`src/rtl/rand_pkg.sv`:
```
// rtl/rand_pkg.sv - shared types, constants and round-robin pick for rand_word_arbiter
package rand_pkg;

  typedef enum logic [1:0] {
    ST_WARMUP  = 2'd0,
    ST_IDLE    = 2'd1,
    ST_FILL    = 2'd2,
    ST_PRESENT = 2'd3
  } state_t;

  localparam int RAND_W  = 2;
  localparam int MAX_REQ = 32;
  localparam int IDX_W   = 5;

  // Scan from the highest offset down so the lowest offset from ptr wins.
  function automatic logic [MAX_REQ-1:0] rr_pick(input logic [MAX_REQ-1:0] req,
                                                 input logic [IDX_W-1:0]   ptr,
                                                 input logic [IDX_W:0]     n);
    logic [MAX_REQ-1:0] g;
    logic [IDX_W:0]     idx;
    g = '0;
    for (int k = MAX_REQ - 1; k >= 0; k--) begin
      idx = {1'b0, ptr} + k[IDX_W:0];
      if (idx >= n) idx = idx - n;
      if ((k[IDX_W:0] < n) && req[idx[IDX_W-1:0]]) begin
        g = '0;
        g[idx[IDX_W-1:0]] = 1'b1;
      end
    end
    return g;
  endfunction

endpackage

```
`src/rtl/rand_word_arbiter_if.sv`:
```
// rtl/rand_word_arbiter_if.sv - requester-side grant and word handshake bundle
interface rand_word_arbiter_if #(
  parameter int NUM_REQ = 4,
  parameter int WORD_W  = 8
);
  logic [NUM_REQ-1:0] req;
  logic [NUM_REQ-1:0] gnt;
  logic [WORD_W-1:0]  word;
  logic               valid;
  logic               ready;

  modport master (input req, input ready, output gnt, output word, output valid);
  modport slave  (output req, output ready, input gnt, input word, input valid);
endinterface

```
`src/rtl/rr_arbiter.sv`:
```
// rtl/rr_arbiter.sv - combinational round-robin pick producing one-hot grant and index
module rr_arbiter
  import rand_pkg::*;
#(
  parameter int NUM_REQ = 4,
  parameter int PTR_W   = $clog2(NUM_REQ)
) (
  input  logic [NUM_REQ-1:0] i_req,
  input  logic [PTR_W-1:0]   i_ptr,
  output logic [NUM_REQ-1:0] o_onehot,
  output logic [PTR_W-1:0]   o_idx,
  output logic               o_any
);

  localparam logic [IDX_W:0] N_REQ = (IDX_W + 1)'(NUM_REQ);

  logic [MAX_REQ-1:0] w_req_ext;
  logic [IDX_W-1:0]   w_ptr_ext;
  logic [MAX_REQ-1:0] w_pick;

  if (NUM_REQ < 2 || NUM_REQ > MAX_REQ) begin : g_bad_num_req
    $error("rr_arbiter: NUM_REQ must be in 2..MAX_REQ");
  end

  always_comb begin
    w_req_ext                = '0;
    w_req_ext[NUM_REQ-1:0]   = i_req;
    w_ptr_ext                = '0;
    w_ptr_ext[PTR_W-1:0]     = i_ptr;
    w_pick                   = rr_pick(w_req_ext, w_ptr_ext, N_REQ);
  end

  assign o_onehot = w_pick[NUM_REQ-1:0];
  assign o_any    = |w_pick;

  always_comb begin
    o_idx = '0;
    for (int i = 0; i < NUM_REQ; i++) begin
      if (o_onehot[i]) o_idx = PTR_W'(i);
    end
  end

endmodule

```
`src/rtl/rand_word_arbiter.sv`:
```
// rtl/rand_word_arbiter.sv - shares one randomizer between requesters, assembling a word per grant
module rand_word_arbiter
  import rand_pkg::*;
#(
  parameter int NUM_REQ = 4,
  parameter int RAND_W  = rand_pkg::RAND_W,
  parameter int WORD_W  = 8,
  parameter int WARMUP  = 16
) (
  input  logic               i_clk,
  input  logic               i_reset,
  output logic               o_rng_en,
  input  logic [RAND_W-1:0]  i_rng_r,
  output logic               o_busy,
  rand_word_arbiter_if.master bus
);

  localparam int FILL_CYC = WORD_W / RAND_W;
  localparam int FILL_W   = $clog2(FILL_CYC + 1);
  localparam int WARM_W   = $clog2(WARMUP + 1);
  localparam int PTR_W    = $clog2(NUM_REQ);

  if ((WORD_W % RAND_W) != 0) begin : g_bad_word_w
    $error("rand_word_arbiter: WORD_W must be a multiple of RAND_W");
  end
  if (WARMUP < 1) begin : g_bad_warmup
    $error("rand_word_arbiter: WARMUP must be at least 1");
  end

  state_t               r_state, w_state_n;
  logic [WARM_W-1:0]    r_warm_cnt, w_warm_cnt_n;
  logic [FILL_W-1:0]    r_fill_cnt, w_fill_cnt_n;
  logic [PTR_W-1:0]     r_ptr, w_ptr_n;
  logic [PTR_W-1:0]     r_idx, w_idx_n;
  logic [WORD_W-1:0]    r_shift, w_shift_n;
  logic [NUM_REQ-1:0]   r_gnt, w_gnt_n;
  logic [WORD_W-1:0]    r_word, w_word_n;
  logic                 r_valid, w_valid_n;
  logic                 r_rng_en, w_rng_en_n;
  logic                 r_busy, w_busy_n;

  logic [NUM_REQ-1:0]   w_pick_onehot;
  logic [PTR_W-1:0]     w_pick_idx;
  logic                 w_pick_any;
  logic                 w_grantee_req;
  logic                 w_warm_done;
  logic                 w_fill_done;
  logic                 w_release;

  rr_arbiter #(
    .NUM_REQ (NUM_REQ),
    .PTR_W   (PTR_W)
  ) u_rr (
    .i_req    (bus.req),
    .i_ptr    (r_ptr),
    .o_onehot (w_pick_onehot),
    .o_idx    (w_pick_idx),
    .o_any    (w_pick_any)
  );

  assign w_grantee_req = |(bus.req & r_gnt);
  assign w_warm_done   = (r_warm_cnt == WARM_W'(WARMUP));
  assign w_fill_done   = (r_fill_cnt == FILL_W'(FILL_CYC));
  // A withdrawn request releases the grant whether or not ready is also high.
  assign w_release     = !w_grantee_req || bus.ready;

  always_ff @(posedge i_clk or posedge i_reset) begin
    if (i_reset) r_state <= ST_WARMUP;
    else         r_state <= w_state_n;
  end

  always_comb begin
    w_state_n = r_state;
    case (r_state)
      ST_WARMUP:  if (w_warm_done) w_state_n = ST_IDLE;
      ST_IDLE:    if (w_pick_any)  w_state_n = ST_FILL;
      ST_FILL:    if (w_fill_done) w_state_n = ST_PRESENT;
      ST_PRESENT: if (w_release)   w_state_n = ST_IDLE;
      default:                     w_state_n = ST_WARMUP;
    endcase
  end

  always_comb begin
    w_warm_cnt_n = r_warm_cnt;
    w_fill_cnt_n = r_fill_cnt;
    w_ptr_n      = r_ptr;
    w_idx_n      = r_idx;
    w_shift_n    = r_shift;
    w_gnt_n      = r_gnt;
    w_word_n     = r_word;
    w_valid_n    = r_valid;
    w_rng_en_n   = 1'b0;
    w_busy_n     = (w_state_n != ST_IDLE);
    case (r_state)
      ST_WARMUP: begin
        if (!w_warm_done) begin
          w_warm_cnt_n = r_warm_cnt + 1'b1;
          w_rng_en_n   = 1'b1;
        end
      end
      ST_IDLE: begin
        if (w_pick_any) begin
          w_gnt_n      = w_pick_onehot;
          w_idx_n      = w_pick_idx;
          w_fill_cnt_n = '0;
          w_rng_en_n   = 1'b1;
        end
      end
      ST_FILL: begin
        if (w_fill_done) begin
          w_word_n  = r_shift;
          w_valid_n = 1'b1;
        end else begin
          // Truncating the concatenation drops the oldest sample's slot, so sample 0 lands in the MSBs.
          w_shift_n    = WORD_W'({r_shift, i_rng_r});
          w_fill_cnt_n = r_fill_cnt + 1'b1;
          w_rng_en_n   = (r_fill_cnt != FILL_W'(FILL_CYC - 1));
        end
      end
      ST_PRESENT: begin
        if (w_release) begin
          w_valid_n = 1'b0;
          w_gnt_n   = '0;
          w_ptr_n   = (r_idx == PTR_W'(NUM_REQ - 1)) ? '0 : r_idx + 1'b1;
        end
      end
      default: ;
    endcase
  end

  always_ff @(posedge i_clk or posedge i_reset) begin
    if (i_reset) begin
      r_warm_cnt <= '0;
      r_fill_cnt <= '0;
      r_ptr      <= '0;
      r_idx      <= '0;
      r_shift    <= '0;
      r_gnt      <= '0;
      r_word     <= '0;
      r_valid    <= 1'b0;
      r_rng_en   <= 1'b0;
      r_busy     <= 1'b1;
    end else begin
      r_warm_cnt <= w_warm_cnt_n;
      r_fill_cnt <= w_fill_cnt_n;
      r_ptr      <= w_ptr_n;
      r_idx      <= w_idx_n;
      r_shift    <= w_shift_n;
      r_gnt      <= w_gnt_n;
      r_word     <= w_word_n;
      r_valid    <= w_valid_n;
      r_rng_en   <= w_rng_en_n;
      r_busy     <= w_busy_n;
    end
  end

  assign o_rng_en  = r_rng_en;
  assign o_busy    = r_busy;
  assign bus.gnt   = r_gnt;
  assign bus.word  = r_word;
  assign bus.valid = r_valid;

endmodule

```
`src/flat_wrapper.sv`:
```
// flat-port wrapper written by rule: the top's interface ports become plain ports
module rand_word_arbiter_flat import rand_pkg::*;
#(
  parameter int NUM_REQ = 4,
  parameter int RAND_W  = rand_pkg::RAND_W,
  parameter int WORD_W  = 8,
  parameter int WARMUP  = 16
)
  (i_clk, i_reset, o_rng_en, i_rng_r, o_busy, bus_req, bus_ready, bus_gnt, bus_word, bus_valid);
  rand_word_arbiter_if #(.NUM_REQ(NUM_REQ), .WORD_W(WORD_W)) bus_i ();
  input  logic i_clk;
  input  logic i_reset;
  output logic o_rng_en;
  input  logic [RAND_W-1:0] i_rng_r;
  output logic o_busy;
  input wire logic [$bits(bus_i.req)-1:0] bus_req;
  input wire logic [$bits(bus_i.ready)-1:0] bus_ready;
  output wire logic [$bits(bus_i.gnt)-1:0] bus_gnt;
  output wire logic [$bits(bus_i.word)-1:0] bus_word;
  output wire logic [$bits(bus_i.valid)-1:0] bus_valid;
  assign bus_i.req = bus_req;
  assign bus_i.ready = bus_ready;
  assign bus_gnt = bus_i.gnt;
  assign bus_word = bus_i.word;
  assign bus_valid = bus_i.valid;
  rand_word_arbiter #(.NUM_REQ(NUM_REQ), .RAND_W(RAND_W), .WORD_W(WORD_W), .WARMUP(WARMUP)) u_core (.i_clk(i_clk), .i_reset(i_reset), .o_rng_en(o_rng_en), .i_rng_r(i_rng_r), .o_busy(o_busy), .bus(bus_i));
endmodule
```
`config.mk`:
```
export PLATFORM = sky130hd
export DESIGN_NAME = rand_word_arbiter_flat
export DESIGN_NICKNAME = d
export VERILOG_FILES = /design/src/rtl/rand_pkg.sv /design/src/rtl/rand_word_arbiter_if.sv /design/src/rtl/rr_arbiter.sv /design/src/rtl/rand_word_arbiter.sv /design/src/flat_wrapper.sv
export SDC_FILE = /design/constraint.sdc
export NUM_CORES = 1
export LEC_CHECK = 0
export ABC_CLOCK_PERIOD_IN_PS = 8750
export CAP_MARGIN = 5
export CORE_MARGIN = 2
export CORE_UTILIZATION = 61
export DETAILED_ROUTE_END_ITERATION = 10
export PLACE_DENSITY = 0.91
export SYNTH_ARGS = -nofsm -noshare
export SYNTH_HDL_FRONTEND = slang
export SYNTH_SLANG_ARGS = --single-unit
```
`constraint.sdc`:
```
create_clock -name i_clk -period 8.75 [get_ports i_clk]
set_input_delay 2.625 -clock i_clk [delete_from_list [all_inputs] [get_ports i_clk]]
set_output_delay 2.625 -clock i_clk [all_outputs]
set_load 0.01 [all_outputs]
```
==> flow_summary.toml <==
[critical_path]
endpoint_kind = "flop"
setup.worst_path.start_class = "input pin"
crit_chain = "clkdlybuf4s50_1 > mux4_2 > a2111oi_2 > o22ai_2 > or2_1 > o32ai_1"
max_stage_delay_ps = 660
crit_arrival_ps = 4990
crit_required_ps = 8990
crit_slowest_cell = "mux4_2"
timing.rr.start = "u_core.r_ptr[0]"
critPathMaxFanout = 9
cp-startpoint = "bus_req[3]"
path_delay_family = "compound AO/OA/AOI/OAI gates"
setup.worst_path.class = "input pin to flop"
crit_buf_inv = 1

[pwr]
cellInternalPower_uw = 537
powerDensity_mw_per_mm2 = 359
ir_drop_uv = 178
p_sw_uw = 387
power_leakage_uw = 0.00110
swShare_pct = 41.9
clkPwrFrac_pct = 13.0
power_frac_comb_pct = 54.4
seq_power_share_pct = 32.6

[hold_path]
hp-start = "u_core.r_warm_cnt[4]"
hp-class = "flop to flop"

[grt]
antenna_found_initial = 0
grt_pass1_vias = 1632
grt_overflow = 0
grt_pass1_wl_mm = 7.50
grt_max_degree = 38
groute.usage.overall_pct = 23.7

[route]
viasPerCell = 5.95
post_drt_wl_per_cell_um = 15.9
routed-via-count = 1629
dr.first_iter.drc_count = 151
post-route-drc-count = 0
postRouteAntennaNets = 0
dr.pass1.iters = 5
wirelength_mm = 4.35

[run_status]
status = "completed"

[floorplan]
die_area_mm2 = 0.00415
core-area_mm2 = 0.00342
rows = 21
fp.dieW_um = 64.4
die_y_um = 64.4
io_pins = 24
initial_core_util_pct = 65.2

[placement]
routabilityCongestion = 0.849
dp_hpwl_mm = 3.07
pre_cts_slack_ps = 3670
placed_cells = 266
io_buffer_count = 23

[clocking]
clkSinkCount = 37
clk_path_buf_depth = 2
cts_setup_buffers = 0
holdBufCountCts = 0
root_buffer = "clkbuf_4"
htreeDepth = 2
cts_buffers = 5
worstSkewPairLatency_ps = 350
cts_tree = "built"
post_cts_resized = 0
clkSlewWorstSetupHoldPaths_ps = 120

[yosys]
syn-cell-area_mm2 = 0.00223
synth-seq-cells = 37
synth_top_area_cell = "dfrtp_1"
synth_xor_area_share_pct = 1.97
yosysMostFrequentCell = "dfrtp_1"
synth_simple_gate_area_share_pct = 14.8
synth_edf_count = 0
synthTopCellsByArea = "dfrtp_1, mux2_2, ha_1"
synth_top_family_by_area = "compound AO/OA/AOI/OAI gates"
async_reset_ff_share_pct = 100
synth.top_cell.area_share_pct = 40.4
synth_cell_types = 52
syn_nets = 224
synth_compound_area_share_pct = 18.0
synthCells = 202
ys.warnings.count = 0
syn_avg_cell_area_um2 = 11.0
synth_mux_area_share_pct = 13.1
ys.flop_type = "dfrtp_1"
yosysSeqAreaShare_pct = 41.6
synth.top_cells.by_count = "dfrtp_1, mux2_2, nand2_1, ha_1, inv_1"
synthAdderAreaFrac_pct = 7.30

[timing]
worstMarginPinSlew_ps = 718
finalCritPeriodShare_pct = 54.3
setup_violations = 0
rsz0062_at_grt = "no"
finalHoldViolCount = 0
finalCriticalPeriod_ps = 4750
worst_clock_skew_ps = 9.40
setup_tns_ps = 0
setup_slack_ps = 4000
timing.fmax_ghz = 0.210
slew_headroom_pct = 51.9
slew_viol_final = 0

[finish]
final_cells = 274
syn2layout_area_growth_pct = 15.4
multi_input_area_mm2 = 0.00123
layout.nets = 249
fillers = 238
layout-drive-gt1-share_pct = 18.0
final-seq-area_um2 = 927
num_antenna_cells = 0

[flow_run]
maxCapViolations = 0
-- through the flow --
step	instance area [um2]	total power (uW)	util (%)	hold WS, ps
floorplan	2230	670	-	445
global placement	2490	788	72.9	476
detailed placement	2490	800	72.9	476
CTS	2570	924	75.3	496
global route	2570	993	75.3	512
finish	2570	924	75.3	495
-- placed cells by master (no fill, tap or decap), drive strengths merged, types with 3 or more instances in the layout --
cell / count
dfrtp: 36
nand2: 19
and2: 3
o31a: 4
clkdlybuf4s50: 23
mux2: 20
a22oi: 3
nor3b: 3
o22ai: 5
nor2b: 6
ha: 13
o211ai: 3
nand2b: 5
and3: 6
o21ai: 9
mux2i: 4
nand3: 5
inv: 11
clkbuf: 6
xnor2: 5
nor2: 5
-- sequential cells by signal, indices dropped and copies added, names as in the netlist --
signal,count
u_core.bus.gnt,4
u_core.bus.valid,1
u_core.bus.word,8
u_core.o_busy,1
u_core.o_rng_en,1
u_core.r_fill_cnt,3
u_core.r_idx,2
u_core.r_ptr,2
u_core.r_shift,8
u_core.r_state,2
u_core.r_warm_cnt,5
-- power groups by stage --
stage	clock network, uW	registers [uW]	logic, uW
5_1_grt	129	311	554
3_3_place_gp	0	300	488
6_report	120	301	503
4_1_cts	121	301	501
3_5_place_dp	0	304	496
2_1_floorplan	0	287	382
-- final cells by class --
cell class | instances | share of cell area (%)
Timing Repair Buffer | 24 | 9.25
Inverter | 11 | 1.61
Clock inverter | 2 | 1.51
Sequential cell | 37 | 36.1
Multi-Input combinational cell | 148 | 47.7
Clock buffer | 6 | 1.61
Tap cell | 46 | 2.24
-- kinds of logic after synthesis --
group | Yosys count
compound gates | 44
xor+xnor | 5
fa+ha+maj | 13
buf+inv | 17
flops | 37
mux | 25
simple gates | 61
-- worst paths after layout --
check / end / cells past startpoint / slack (ps)
worst max register to register: u_core.r_state[0] / 8 / 5170
max in group asynchronous: u_core.o_busy / 3 / 5750
worst max-delay path: u_core.r_fill_cnt[2] / 6 / 4000
worst min register to register: u_core.r_warm_cnt[4] / 1 / 490
worst min-delay path: u_core.r_warm_cnt[4] / 1 / 490
min in group asynchronous: u_core.bus.word[4] / 3 / 2660
-- layer usage --
metal | track usage (%) | vias to the layer above | share of wire [%]
li1 | - | 786 | -
met1 | 31.4 | 795 | 47
met2 | 38.3 | 41 | 48
met3 | 6.42 | 7 | 3.9
met4 | 7.18 | 0 | 1.4
met5 | 0 | - | 0
Note: power is estimated with default switching activity, not from simulation.
